### config.mk
export PLATFORM = sky130hd
export DESIGN_NAME = uart_receiver_flat
export DESIGN_NICKNAME = d
export VERILOG_FILES = /design/src/rtl/uart_receiver_if.sv /design/src/rtl/uart_receiver.sv /design/src/flat_wrapper.sv
export SDC_FILE = /design/constraint.sdc
export NUM_CORES = 1
export LEC_CHECK = 0
export ABC_CLOCK_PERIOD_IN_PS = 2000
export CORE_ASPECT_RATIO = 0.7
export CORE_MARGIN = 8
export CORE_UTILIZATION = 35
export CTS_BUF_LIST = sky130_fd_sc_hd__clkbuf_4 sky130_fd_sc_hd__clkbuf_8
export DETAILED_ROUTE_END_ITERATION = 6
export SLEW_MARGIN = 20
export SYNTH_ARGS = -nofsm -noshare
export SYNTH_HDL_FRONTEND = slang
export SYNTH_SLANG_ARGS = --single-unit
export TNS_END_PERCENT = 100
### constraint.sdc
create_clock -name clock -period 2 [get_ports clock]
set_clock_uncertainty 0.05 [all_clocks]
set_input_delay 0.2 -clock clock [delete_from_list [all_inputs] [get_ports clock]]
set_output_delay 0.2 -clock clock [all_outputs]
set_load 0.01 [all_outputs]
### src/rtl/uart_receiver_if.sv
// Parallel-side bundle of the miniUART receiver: received byte, strobes and busy.
// The parity_error signal exists only when UART_RX_PARITY_EN is defined.
interface uart_receiver_if;
   logic [7:0] byte_out;
   logic       byte_valid;
   logic       framing_error;
   logic       busy;
`ifdef UART_RX_PARITY_EN
   logic       parity_error;

   modport master (output byte_out, output byte_valid, output framing_error,
                   output busy, output parity_error);
   modport slave  (input byte_out, input byte_valid, input framing_error,
                   input busy, input parity_error);
`else
   modport master (output byte_out, output byte_valid, output framing_error,
                   output busy);
   modport slave  (input byte_out, input byte_valid, input framing_error,
                   input busy);
`endif
endinterface

### src/rtl/uart_receiver.sv
// miniUART receive stage: 8N1 (or 8E1/8O1 with UART_RX_PARITY_EN) mid-bit sampling receiver.
// Optional parity checking is compiled in by defining UART_RX_PARITY_EN.
//
// state      | meaning
// IDLE       | line idle, waiting for rx=0
// START      | counting to mid start bit to reject glitches
// DATA       | sampling 8 data bits, LSB first
// PARITY     | sampling the parity bit (UART_RX_PARITY_EN only)
// STOP       | sampling the stop bit, emitting byte or framing error
// BREAK_WAIT | line held low after a bad stop bit, waiting for rx=1
module uart_receiver #(
   parameter int CLKS_PER_BIT = 16,
   parameter int SYNC_STAGES  = 2
`ifdef UART_RX_PARITY_EN
   ,
   parameter int PARITY_ODD   = 0
`endif
) (
   input  logic             clock,
   input  logic             reset_n,
   input  logic             serial_input,
   uart_receiver_if.master  rx_if
);

   localparam int CNT_W = (CLKS_PER_BIT > 2) ? $clog2(CLKS_PER_BIT) : 1;
   localparam logic [CNT_W-1:0] HALF_M1 = CNT_W'((CLKS_PER_BIT / 2) - 1);
   localparam logic [CNT_W-1:0] FULL_M1 = CNT_W'(CLKS_PER_BIT - 1);

   localparam logic [2:0] IDLE       = 3'd0;
   localparam logic [2:0] START      = 3'd1;
   localparam logic [2:0] DATA       = 3'd2;
`ifdef UART_RX_PARITY_EN
   localparam logic [2:0] PARITY     = 3'd3;
`endif
   localparam logic [2:0] STOP       = 3'd4;
   localparam logic [2:0] BREAK_WAIT = 3'd5;

   logic [SYNC_STAGES-1:0] sync_q, sync_d;
   logic [2:0]             state_q, state_d;
   logic [CNT_W-1:0]       clk_cnt_q, clk_cnt_d;
   logic [2:0]             bit_idx_q, bit_idx_d;
   logic [7:0]             shift_q, shift_d;
   logic [7:0]             byte_q, byte_d;
   logic                   valid_q, valid_d;
   logic                   ferr_q, ferr_d;
`ifdef UART_RX_PARITY_EN
   logic                   par_bad_q, par_bad_d;
   logic                   perr_q, perr_d;
`endif
   logic                   rx;

   assign rx = sync_q[SYNC_STAGES-1];

   always_comb begin
      sync_d    = {sync_q[SYNC_STAGES-2:0], serial_input};
      state_d   = state_q;
      clk_cnt_d = clk_cnt_q;
      bit_idx_d = bit_idx_q;
      shift_d   = shift_q;
      byte_d    = byte_q;
      valid_d   = 1'b0;
      ferr_d    = 1'b0;
`ifdef UART_RX_PARITY_EN
      par_bad_d = par_bad_q;
      perr_d    = 1'b0;
`endif
      case (state_q)
         IDLE: begin
            clk_cnt_d = '0;
            if (!rx) state_d = START;
         end
         START: begin
            if (clk_cnt_q == HALF_M1) begin
               clk_cnt_d = '0;
               bit_idx_d = 3'd0;
               state_d   = rx ? IDLE : DATA;
            end else begin
               clk_cnt_d = clk_cnt_q + 1'b1;
            end
         end
         DATA: begin
            if (clk_cnt_q == FULL_M1) begin
               clk_cnt_d          = '0;
               shift_d[bit_idx_q] = rx;
               if (bit_idx_q == 3'd7) begin
`ifdef UART_RX_PARITY_EN
                  state_d = PARITY;
`else
                  state_d = STOP;
`endif
               end else begin
                  bit_idx_d = bit_idx_q + 3'd1;
               end
            end else begin
               clk_cnt_d = clk_cnt_q + 1'b1;
            end
         end
`ifdef UART_RX_PARITY_EN
         PARITY: begin
            if (clk_cnt_q == FULL_M1) begin
               clk_cnt_d = '0;
               // total ones over data+parity must be even (PARITY_ODD=0) or odd
               par_bad_d = ((^shift_q) ^ rx) != PARITY_ODD[0];
               state_d   = STOP;
            end else begin
               clk_cnt_d = clk_cnt_q + 1'b1;
            end
         end
`endif
         STOP: begin
            if (clk_cnt_q == FULL_M1) begin
               clk_cnt_d = '0;
               if (rx) begin
                  byte_d  = shift_q;
                  valid_d = 1'b1;
`ifdef UART_RX_PARITY_EN
                  perr_d  = par_bad_q;
`endif
                  state_d = IDLE;
               end else begin
                  ferr_d  = 1'b1;
                  state_d = BREAK_WAIT;
               end
            end else begin
               clk_cnt_d = clk_cnt_q + 1'b1;
            end
         end
         BREAK_WAIT: begin
            clk_cnt_d = '0;
            if (rx) state_d = IDLE;
         end
         default: begin
            clk_cnt_d = '0;
            state_d   = IDLE;
         end
      endcase
   end

   always_ff @(posedge clock or negedge reset_n) begin
      if (!reset_n) begin
         sync_q    <= '1;
         state_q   <= IDLE;
         clk_cnt_q <= '0;
         bit_idx_q <= 3'd0;
         shift_q   <= 8'h00;
         byte_q    <= 8'h00;
         valid_q   <= 1'b0;
         ferr_q    <= 1'b0;
`ifdef UART_RX_PARITY_EN
         par_bad_q <= 1'b0;
         perr_q    <= 1'b0;
`endif
      end else begin
         sync_q    <= sync_d;
         state_q   <= state_d;
         clk_cnt_q <= clk_cnt_d;
         bit_idx_q <= bit_idx_d;
         shift_q   <= shift_d;
         byte_q    <= byte_d;
         valid_q   <= valid_d;
         ferr_q    <= ferr_d;
`ifdef UART_RX_PARITY_EN
         par_bad_q <= par_bad_d;
         perr_q    <= perr_d;
`endif
      end
   end

   assign rx_if.byte_out      = byte_q;
   assign rx_if.byte_valid    = valid_q;
   assign rx_if.framing_error = ferr_q;
   assign rx_if.busy          = (state_q != IDLE);
`ifdef UART_RX_PARITY_EN
   assign rx_if.parity_error  = perr_q;
`endif

endmodule

### src/flat_wrapper.sv
// flat-port wrapper written by rule: the top's interface ports become plain ports
module uart_receiver_flat 
#(
   parameter int CLKS_PER_BIT = 16,
   parameter int SYNC_STAGES  = 2

)
  (clock, reset_n, serial_input, rx_if_byte_out, rx_if_byte_valid, rx_if_framing_error, rx_if_busy);
  uart_receiver_if rx_if_i ();
  input  logic clock;
  input  logic reset_n;
  input  logic serial_input;
  output wire logic [$bits(rx_if_i.byte_out)-1:0] rx_if_byte_out;
  output wire logic [$bits(rx_if_i.byte_valid)-1:0] rx_if_byte_valid;
  output wire logic [$bits(rx_if_i.framing_error)-1:0] rx_if_framing_error;
  output wire logic [$bits(rx_if_i.busy)-1:0] rx_if_busy;
  assign rx_if_byte_out = rx_if_i.byte_out;
  assign rx_if_byte_valid = rx_if_i.byte_valid;
  assign rx_if_framing_error = rx_if_i.framing_error;
  assign rx_if_busy = rx_if_i.busy;
  uart_receiver #(.CLKS_PER_BIT(CLKS_PER_BIT), .SYNC_STAGES(SYNC_STAGES)) u_core (.clock(clock), .reset_n(reset_n), .serial_input(serial_input), .rx_if(rx_if_i));
endmodule
==> impl_metrics.json, run 1 <==
{
  "status": "completed",
  "cts_buffer_depth": 2,
  "hold_viol": 0,
  "wl_per_cell_um": 13.1,
  "cts_max_level": 2,
  "die_h_um": 69.6,
  "grt_pass1_vias": 872,
  "critPathMaxStageDelay_ns": 0.51,
  "setup_slack_ns": 0.0776,
  "diodes": 0,
  "routed_wl_um": 2350,
  "drive_gt1_share_pct": 25.2,
  "insertion_delay_ns": 0.28,
  "rr_startpoint": "u_core.clk_cnt_q[0]",
  "dpl.hpwl_um": 1640,
  "critPathRequiredTime_ns": 1.75,
  "synth_area_leaders": "dfrtp_1, mux2_4, mux2_1, dfstp_2, ha_1",
  "num_rows": 19,
  "viasPerCell": 4.68,
  "track_usage_pct": 8.19,
  "synth_top_area_cell": "dfrtp_1",
  "power.density_nw_per_um2": 975,
  "worstSetupStartpoint": "u_core.state_q[0]",
  "die_area_um2": 6450,
  "setup_viol": 0,
  "pre_cts_ws_ns": 0.222,
  "io_pins": 14,
  "antenna_found_initial": 0,
  "numCtsBuffers": 5,
  "leakagePower_nw": 0.782,
  "ys_ff_latch": 30,
  "period_share_pct": 96.1,
  "dieWidth_um": 92.6,
  "worst_ep_arrival_time_ns": 1.67,
  "drc": 0,
  "fmax_mhz": 520,
  "post_cts_buffers": 0,
  "coreArea_um2": 3920,
  "grt-ovfl-total": 0,
  "maxCapViolations": 0,
  "cp_max_fo": 8,
  "vdd_ir_drop_max_mv": 0.374,
  "synth_top_area_share_pct": 48.7,
  "yosys.cell_types.count": 35,
  "worst_pin_slew_ns": 0.406,
  "crit_slowest_cell": "dfrtp_1",
  "port_buffers": 13,
  "cts_hold_buf": 0,
  "post_cts_resized": 1,
  "area_growth_pct": 18.5,
  "worstPathCellList": "nor3_4 > inv_1 > clkdlybuf4s50_1",
  "slew-limit-headroom_pct": 72.9,
  "root_buffer": "clkbuf_8",
  "fin_crit_ns": 1.92,
  "setup.worst_path.start_class": "flip-flop",
  "drtIter0Drc": 63,
  "cts_tree": "yes",
  "syn-mean-instance-area_um2": 13.0,
  "clk_pin_slew_ns": 0.06,
  "grt_max_degree": 31,
  "yosysWarnings": 0,
  "postSynthCellCount": 111,
  "rrSetupSlack_ns": 0.21,
  "rsz0062_at_grt": "no",
  "synth_seq_area_share_pct": 52.3,
  "clock_sinks": 30,
  "end_kind": "primary output",
  "path_class": "reg -> out",
  "grt_pass1_wl_um": 4150,
  "via_count": 838,
  "final_nets": 132,
  "drt_pass1_iterations": 2,
  "hold_class": "in -> async",
  "fillers": 365,
  "place.gp.congestion": 0.811,
  "initial_utilization_pct": 36.7,
  "syn_nets": 117,
  "drtAntennaViolNets": 0,
  "setup_tns_ns": 0,
  "syn_area_um2": 1440,
  "slew_viol_final": 0
}
-- synthesized netlist by cell type (all sizes together) --
| master | instances |
|---|---|
| mux2i | 1 |
| nor4 | 1 |
| and3 | 3 |
| a22o | 1 |
| nor3 | 4 |
| nor2b | 3 |
| xor2 | 2 |
| nand2 | 12 |
| ha | 3 |
| a31oi | 1 |
| dfstp | 2 |
| maj3 | 1 |
| nor2 | 6 |
| buf | 4 |
| o21ai | 3 |
| clkbuf | 2 |
| or4b | 1 |
| o31ai | 1 |
| nor3b | 4 |
| nand3 | 3 |
| xnor2 | 1 |
| dfrtp | 28 |
| mux2 | 17 |
| nand3b | 3 |
| inv | 3 |
| a31o | 1 |
-- critical path, delay by kind of cell (launching register included) --
kind	cells	cell delay, ns
buf+inv	2	0.59
simple gates	1	0.29
flops	1	0.51
-- per-layer routing --
| layer | GRT usage [%] | share of wire [%] |
|---|---|---|
| met1 | 9.80 | 50 |
| met4 | 5.34 | 2.5 |
| met2 | 11.9 | 42 |
| met5 | 0 | 0 |
| met3 | 3.14 | 5.1 |
-- power by group --
group          switching, mW  internal [mW]
Sequential             0.134          0.710
Clock                  0.224          0.276
Combinational          0.158          0.160
Total                  0.516           1.15
-- worst paths after layout --
check                                      end  cells after the start
min                        u_core.clk_cnt_q[0]                      2
max reg2reg                  u_core.shift_q[2]                      5
min reg2reg                   u_core.sync_q[1]                      0
max in group asynchronous     u_core.sync_q[1]                      2
min in group clock            u_core.sync_q[0]                      1
max                                 rx_if_busy                      3
-- metrics by stage --
stage / util, % / std cells / area (µm²) / total power, mW / hold WS (ns)
floorplan: - / 111 / 1440 / 1.11 / -0.146
global placement: 40.8 / 171 / 1600 / 1.16 / 0.300
detailed placement: 40.8 / 171 / 1600 / 1.18 / 0.300
CTS: 43.3 / 179 / 1700 / 1.69 / 0.266
global route: 43.5 / 179 / 1710 / 1.78 / 0.262
finish: 43.5 / 179 / 1710 / 1.66 / 0.252
-- cell usage in the layout (no fill, tap or decap), drive strengths merged, types with 2 or more instances in the layout --
master	n
dfrtp	28
mux2	17
clkdlybuf4s50	13
nand2	12
nor2	6
clkbuf	6
nor3	4
nor3b	4
inv	3
nand3	3
nor2b	3
ha	3
and3	3
nand3b	3
o21ai	3
xor2	2
dfstp	2
-- sequential cells by signal, summed over array words and instances, names as in the netlist --
signal and cells:
u_core.state_q 3, u_core.sync_q 2, u_core.clk_cnt_q 4, u_core.shift_q 8
u_core.bit_idx_q 3, u_core.rx_if.framing_error 1, u_core.rx_if.byte_out 8, u_core.rx_if.byte_valid 1
-- cells by family after synthesis --
kind of cell / after synthesis / synth area share (%)
compound gates: 7 / 4.26
flops: 30 / 52.3
xor+xnor: 3 / 1.83
mux: 18 / 16.3
fa+ha+maj: 4 / 3.39
buf+inv: 9 / 3.74
simple gates: 40 / 18.1
-- cell type report --
class,count,area [µm²],share of cell area [%]
multi-input combinational,72,643,37.7
tap,52,65.1,3.82
timing repair buffer,14,138,8.07
inverter,3,11.3,0.660
sequential,30,753,44.2
clock inverter,2,12.5,0.734
clock buffer,6,82.6,4.84
No activity file was read; power rests on OpenSTA's default activity.
==> run 2, diff against run 1 <==
--- a/config.mk
+++ b/config.mk
@@ -5,7 +5,8 @@
 export SDC_FILE = /design/constraint.sdc
 export NUM_CORES = 1
 export LEC_CHECK = 0
-export ABC_CLOCK_PERIOD_IN_PS = 2000
+export ABC_AREA = 1
+export ABC_CLOCK_PERIOD_IN_PS = 1800
 export CORE_ASPECT_RATIO = 0.7
 export CORE_MARGIN = 8
 export CORE_UTILIZATION = 35
==> constraint.sdc (replaced) <==
create_clock -name clock -period 1.8 [get_ports clock]
set_clock_uncertainty 0.05 [all_clocks]
set_input_delay 0.18 -clock clock [delete_from_list [all_inputs] [get_ports clock]]
set_output_delay 0.18 -clock clock [all_outputs]
set_load 0.01 [all_outputs]
==> run 2 against run 1 <==
Effect of this change: clock power rose by 13%; core utilization fell by 0.17 points; cell count is 34% higher; die area down 3.1%; final area down 2.2%; flip-flop and latch count is the same; worst hold slack lost 0.018 ns; total power up 4.8%; sequential power is 7.9% lower; critical endpoint unchanged; largest power group unchanged.
==> impl_metrics.json, run 2 <==
{
  "slew_viol_final": 0,
  "syn-mean-instance-area_um2": 8.24,
  "yosys.cell_types.count": 19,
  "ys_ff_latch": 30,
  "yosysWarnings": 0,
  "critPathMaxStageDelay_ns": 0.47,
  "rsz0062_at_grt": "no",
  "place.gp.congestion": 0.827,
  "worst_pin_slew_ns": 0.373,
  "p_clk_share_pct": 32.3,
  "mostFrequentLayoutCells": "nand2_1, dfrtp_1, inv_1",
  "post_cts_buffers": 0,
  "comb_power_share_pct": 23.1,
  "cts_buffer_depth": 2,
  "power_switching_uw": 573,
  "critPathRequiredTime_ns": 1.57,
  "pre_cts_ws_ns": 0.302,
  "setup_slack_ns": 0.143,
  "initial_utilization_pct": 35.9,
  "clock_sinks": 30,
  "worst_ep_arrival_time_ns": 1.43,
  "p_int_mw": 1.17,
  "dieWidth_um": 91.2,
  "synth_seq_area_share_pct": 54.4,
  "syn_nets": 174,
  "end_kind": "primary output",
  "postSynthCellCount": 168,
  "slew-limit-headroom_pct": 75.1,
  "die_area_um2": 6250,
  "reg2reg_depth": 8,
  "path_class": "reg -> out",
  "setup.worst_path.start_class": "flip-flop",
  "drt_pass1_iterations": 4,
  "clk_pin_slew_ns": 0.07,
  "dpl.hpwl_um": 1880,
  "area_growth_pct": 20.5,
  "leakagePower_nw": 0.813,
  "coreArea_um2": 3850,
  "drive_gt1_share_pct": 12.8,
  "routed_wl_um": 2520,
  "track_usage_pct": 9.24,
  "grt_pass1_wl_um": 4510,
  "cts_tree": "yes",
  "rrSetupSlack_ns": 0.30,
  "fmax_mhz": 603,
  "setup_viol": 0,
  "io_pins": 14,
  "post_cts_resized": 0,
  "final_nets": 193,
  "numCtsBuffers": 5,
  "synth_edf_count": 0,
  "cp_max_fo": 5,
  "status": "completed",
  "async_flop_share_pct": 100,
  "maxCapViolations": 0,
  "drtIter0Drc": 62,
  "reg2reg_to": "u_core.bit_idx_q[1]",
  "yosysMostFrequentCell": "nand2_1",
  "fin_crit_ns": 1.66,
  "vdd_ir_drop_max_mv": 0.466,
  "die_h_um": 68.6,
  "hold_class": "in -> async",
  "power.density_nw_per_um2": 1040,
  "grt_max_degree": 31,
  "via_count": 1033,
  "synth_flop_cell": "dfrtp_1",
  "cts_max_level": 2,
  "drtAntennaViolNets": 0,
  "p_sw_share_pct": 32.9,
  "root_buffer": "clkbuf_8",
  "worstPathCellList": "nor2_2 > nand2_1 > clkdlybuf4s50_1",
  "rr_startpoint": "u_core.bit_idx_q[0]",
  "final_common_cell": "nand2_1",
  "setup_tns_ns": 0,
  "viasPerCell": 4.30,
  "antenna_found_initial": 0,
  "wl_per_cell_um": 10.5,
  "grt-ovfl-total": 0,
  "hold_viol": 0,
  "synth_top_area_share_pct": 50.6,
  "num_rows": 19,
  "seqPwrFrac_pct": 44.6,
  "grt_pass1_vias": 940,
  "crit_slowest_cell": "clkdlybuf4s50_1",
  "synth_top_area_cell": "dfrtp_1",
  "yosys-top-cells-count": "nand2_1, dfrtp_1, inv_1",
  "drc": 0,
  "cts_hold_buf": 0,
  "insertion_delay_ns": 0.27,
  "syn_area_um2": 1380,
  "period_share_pct": 92.1,
  "port_buffers": 13,
  "synth_area_leaders": "dfrtp_1, nand2_1, inv_1, nor2_1, o21ai_0",
  "diodes": 0
}
[run 2: cell types whose count changed after synthesis, moves of 3 or more]
| cell | previous run | this run |
|---|---|---|
| o21ai_1 | 1 | 6 |
| o21ai_0 | 2 | 12 |
| nor3b_2 | 3 | 0 |
| nor3_1 | 4 | 1 |
| inv_1 | 3 | 19 |
| nand3_1 | 3 | 8 |
| nand2_1 | 9 | 53 |
| nor2_2 | 0 | 5 |
| mux2_4 | 9 | 0 |
| mux2_1 | 8 | 0 |
| nand3_2 | 0 | 3 |
| nor2b_1 | 3 | 0 |
| nor2_1 | 6 | 18 |
| inv_2 | 0 | 4 |
[run 2: layer usage]
metal	up-vias	track usage, %	share of wire (%)	wire, µm
met2	24	11.3	33	839
met1	442	13.1	59	1490
li1	565	-	-	-
met3	2	4.32	6.9	175
met4	0	4.26	0.71	18
met5	-	0	0	0
[run 2: kinds of logic after synthesis]
| group | Yosys count | share of synthesized area, % |
|---|---|---|
| and+or+nand+nor | 89 | 27.4 |
| DFF | 30 | 54.4 |
| buffers and inverters | 25 | 7.41 |
| AOI/OAI and AO/OA | 20 | 7.41 |
| adders and majority gates | 3 | 2.71 |
| xor gates and xnor gates | 1 | 0.633 |
[run 2: worst max-delay path by stage]
stage	end	cells after the start	slack, ns	start
4_1_cts	rx_if_busy	3	0.08	u_core.state_q[0]
6_report	rx_if_busy	3	0.14	u_core.state_q[0]
2_1_floorplan	u_core.bit_idx_q[1]	8	0.41	u_core.bit_idx_q[0]
3_5_place_dp	u_core.bit_idx_q[1]	8	0.30	u_core.bit_idx_q[0]
5_1_grt	rx_if_busy	3	0.06	u_core.state_q[1]
3_3_place_gp	u_core.bit_idx_q[2]	8	0.30	u_core.bit_idx_q[0]
[run 2: area by class of cell]
| class | count | area, µm² |
|---|---|---|
| multi-input cells | 113 | 531 |
| repair buffers | 14 | 138 |
| flip-flops and latches | 30 | 753 |
| inverters | 23 | 86.3 |
| clock buffers | 6 | 82.6 |
| clock inverters | 2 | 12.5 |
| fillers | 389 | 2180 |
| well taps | 52 | 65.1 |
[run 2: critical path: cells and delay by family (launching register included)]
family | cells | cell delay [ns]
flip-flops | 1 | 0.43
AND/OR/NAND/NOR | 2 | 0.25
buffers and inverters | 1 | 0.47
[run 2: power by group through the flow]
stage,Sequential [mW],Combinational [mW],Clock (mW)
2_1_floorplan,0.772,0.288,0
3_3_place_gp,0.786,0.401,0
3_5_place_dp,0.786,0.395,0
4_1_cts,0.774,0.398,0.576
5_1_grt,0.786,0.469,0.607
6_report,0.777,0.403,0.563
[run 2: metrics by stage]
step	total power, mW	cells	hold slack, ns	util, %	instance area, µm²
after floorplan	1.06	168	-0.166	-	1380
after global placement	1.19	232	0.297	40.8	1570
after detailed placement	1.18	232	0.297	40.8	1570
after CTS	1.75	240	0.248	43.2	1670
after global routing	1.86	240	0.250	43.3	1670
final	1.74	240	0.233	43.3	1670
==> run 3, diff against run 2 <==
--- a/config.mk
+++ b/config.mk
@@ -12,6 +12,8 @@
 export CORE_UTILIZATION = 35
 export CTS_BUF_LIST = sky130_fd_sc_hd__clkbuf_4 sky130_fd_sc_hd__clkbuf_8
 export DETAILED_ROUTE_END_ITERATION = 6
+export GPL_ROUTABILITY_DRIVEN = 0
+export GPL_TIMING_DRIVEN = 0
 export SLEW_MARGIN = 20
 export SYNTH_ARGS = -nofsm -noshare
 export SYNTH_HDL_FRONTEND = slang
==> run 3 against run 2 <==
Effect of this change: final area up 0.83%; cell count up 0.83%; largest cell class unchanged; count of clock-buffer cells in the layout unchanged; wire length up 1.9%.
==> impl_metrics.json, run 3 (synthesized netlist as in run 2, its figures left out) <==
{
  "hold_viol": 0,
  "drtIter0Drc": 40,
  "insertion_delay_ns": 0.28,
  "dieWidth_um": 91.2,
  "rsz0062_at_grt": "no",
  "setup_tns_ns": 0,
  "drc": 0,
  "worst_ep_arrival_time_ns": 1.43,
  "die_h_um": 68.6,
  "numCtsBuffers": 5,
  "drtAntennaViolNets": 0,
  "mostFrequentLayoutCells": "nand2_1, dfrtp_1, inv_1",
  "end_kind": "primary output",
  "clk_pin_slew_ns": 0.07,
  "slew_viol_final": 0,
  "worst_path_dominant_cell_family": "buffers and inverters",
  "via_count": 1068,
  "cp.buffers_inverters": 1,
  "crit_slowest_cell": "clkdlybuf4s50_1",
  "cp_max_fo": 5,
  "critPathMaxStageDelay_ns": 0.47,
  "grt-ovfl-total": 0,
  "cts_max_level": 2,
  "fillers": 394,
  "io_pins": 14,
  "power.total_mw": 1.73,
  "setup_viol": 0,
  "antenna_found_initial": 0,
  "leakagePower_nw": 0.822,
  "port_buffers": 13,
  "setup_slack_ns": 0.138,
  "cts_buffer_depth": 2,
  "routed_wl_um": 2570,
  "worst_pin_slew_ns": 0.658,
  "track_usage_pct": 9.67,
  "drt_pass1_iterations": 4,
  "slew-limit-headroom_pct": 56.1,
  "path_class": "reg -> out",
  "status": "completed",
  "hold_class": "in -> reg",
  "fmax_mhz": 602,
  "setup.worst_path.start_class": "flip-flop",
  "coreArea_um2": 3850,
  "vdd_ir_drop_max_mv": 0.584,
  "worstPathCellList": "nor2_2 > nand2_1 > clkdlybuf4s50_1",
  "diodes": 0,
  "grt_pass1_wl_um": 4640,
  "fin_hold_ws_ns": 0.254,
  "root_buffer": "clkbuf_8",
  "die_area_um2": 6250,
  "dpl.hpwl_um": 1850,
  "pre_cts_ws_ns": 0.269,
  "critPathRequiredTime_ns": 1.57,
  "period_share_pct": 92.3,
  "cts_tree": "yes",
  "initial_utilization_pct": 35.9,
  "maxCapViolations": 0,
  "num_rows": 19,
  "grt_max_degree": 31,
  "drive_gt1_share_pct": 13.7,
  "grt_pass1_vias": 1002,
  "wl_per_cell_um": 10.6,
  "clock_sinks": 30,
  "viasPerCell": 4.41,
  "power.density_nw_per_um2": 1030,
  "fin_crit_ns": 1.66,
  "final_common_cell": "nand2_1",
  "area_growth_pct": 21.5,
  "final_nets": 195
}
[run 3: cell types whose count changed in the layout (fill, tap and decap cells not counted)]
cell             change
buf_6                +1
buf_4                -1
clkdlybuf4s50_1      -1
buf_2                +2
dlygate4sd3_1        +1
[run 3: what timing repair did]
item / CTS / global route
hold endpoints to repair: 28 / 0
hold buffers: 1 / 0
setup endpoints to repair: 0 / 1
resized for setup: 0 / 1
setup buffers: 0 / 0
[run 3: where the power goes]
part	internal (mW)	switching, mW
Sequential	0.724	0.0479
Clock	0.307	0.257
Combinational	0.136	0.256
Total	1.17	0.561
[run 3: worst paths after layout]
| check | start | endpoint | slack [ns] | cells past startpoint |
|---|---|---|---|---|
| setup / recovery | u_core.state_q[1] | rx_if_busy | 0.14 | 3 |
| hold / removal | serial_input | u_core.sync_q[0] | 0.25 | 1 |
| setup reg to reg | u_core.bit_idx_q[0] | u_core.bit_idx_q[2] | 0.26 | 8 |
| hold reg to reg | u_core.sync_q[0] | u_core.sync_q[1] | 0.31 | 0 |
| max in group asynchronous | reset_n | u_core.shift_q[1] | 0.86 | 2 |
| min in group asynchronous | reset_n | u_core.state_q[1] | 0.41 | 2 |
[run 3: layer usage]
layer  up-vias  part of all wire (%)  track usage (%)
met5         -                     0                0
met4         0                   2.0             6.69
met3         8                   5.7             4.00
met2        16                    43             14.5
met1       478                    50             11.4
li1        566                     -                -
[run 3: layout make-up]
class                   count  area, µm²  share of cell area [%]
flip-flops and latches     30        753                    44.8
multi-input cells         113        531                    31.5
repair buffers             14        135                    8.04
inverters                  23       86.3                    5.13
clock buffers               6       82.6                    4.91
well taps                  52       65.1                    3.87
plain buffers               2       16.3                   0.967
clock inverters             2       12.5                   0.744
[run 3: worst register-to-register path, stage by stage, from the launching register on]
cell,delay (ns)
dfrtp_1,0.46
ha_1,0.24
ha_1,0.17
inv_1,0.05
nand3_1,0.09
nor2_1,0.15
nor2_2,0.08
nand2_1,0.06
o21ai_1,0.06
[run 3: metrics by stage]
step | std cells | util [%] | cell area [µm²]
floorplan | 168 | - | 1380
global placement | 233 | 41.0 | 1580
detailed placement | 233 | 40.9 | 1570
CTS | 242 | 43.6 | 1680
global route | 242 | 43.7 | 1680
finish | 242 | 43.7 | 1680
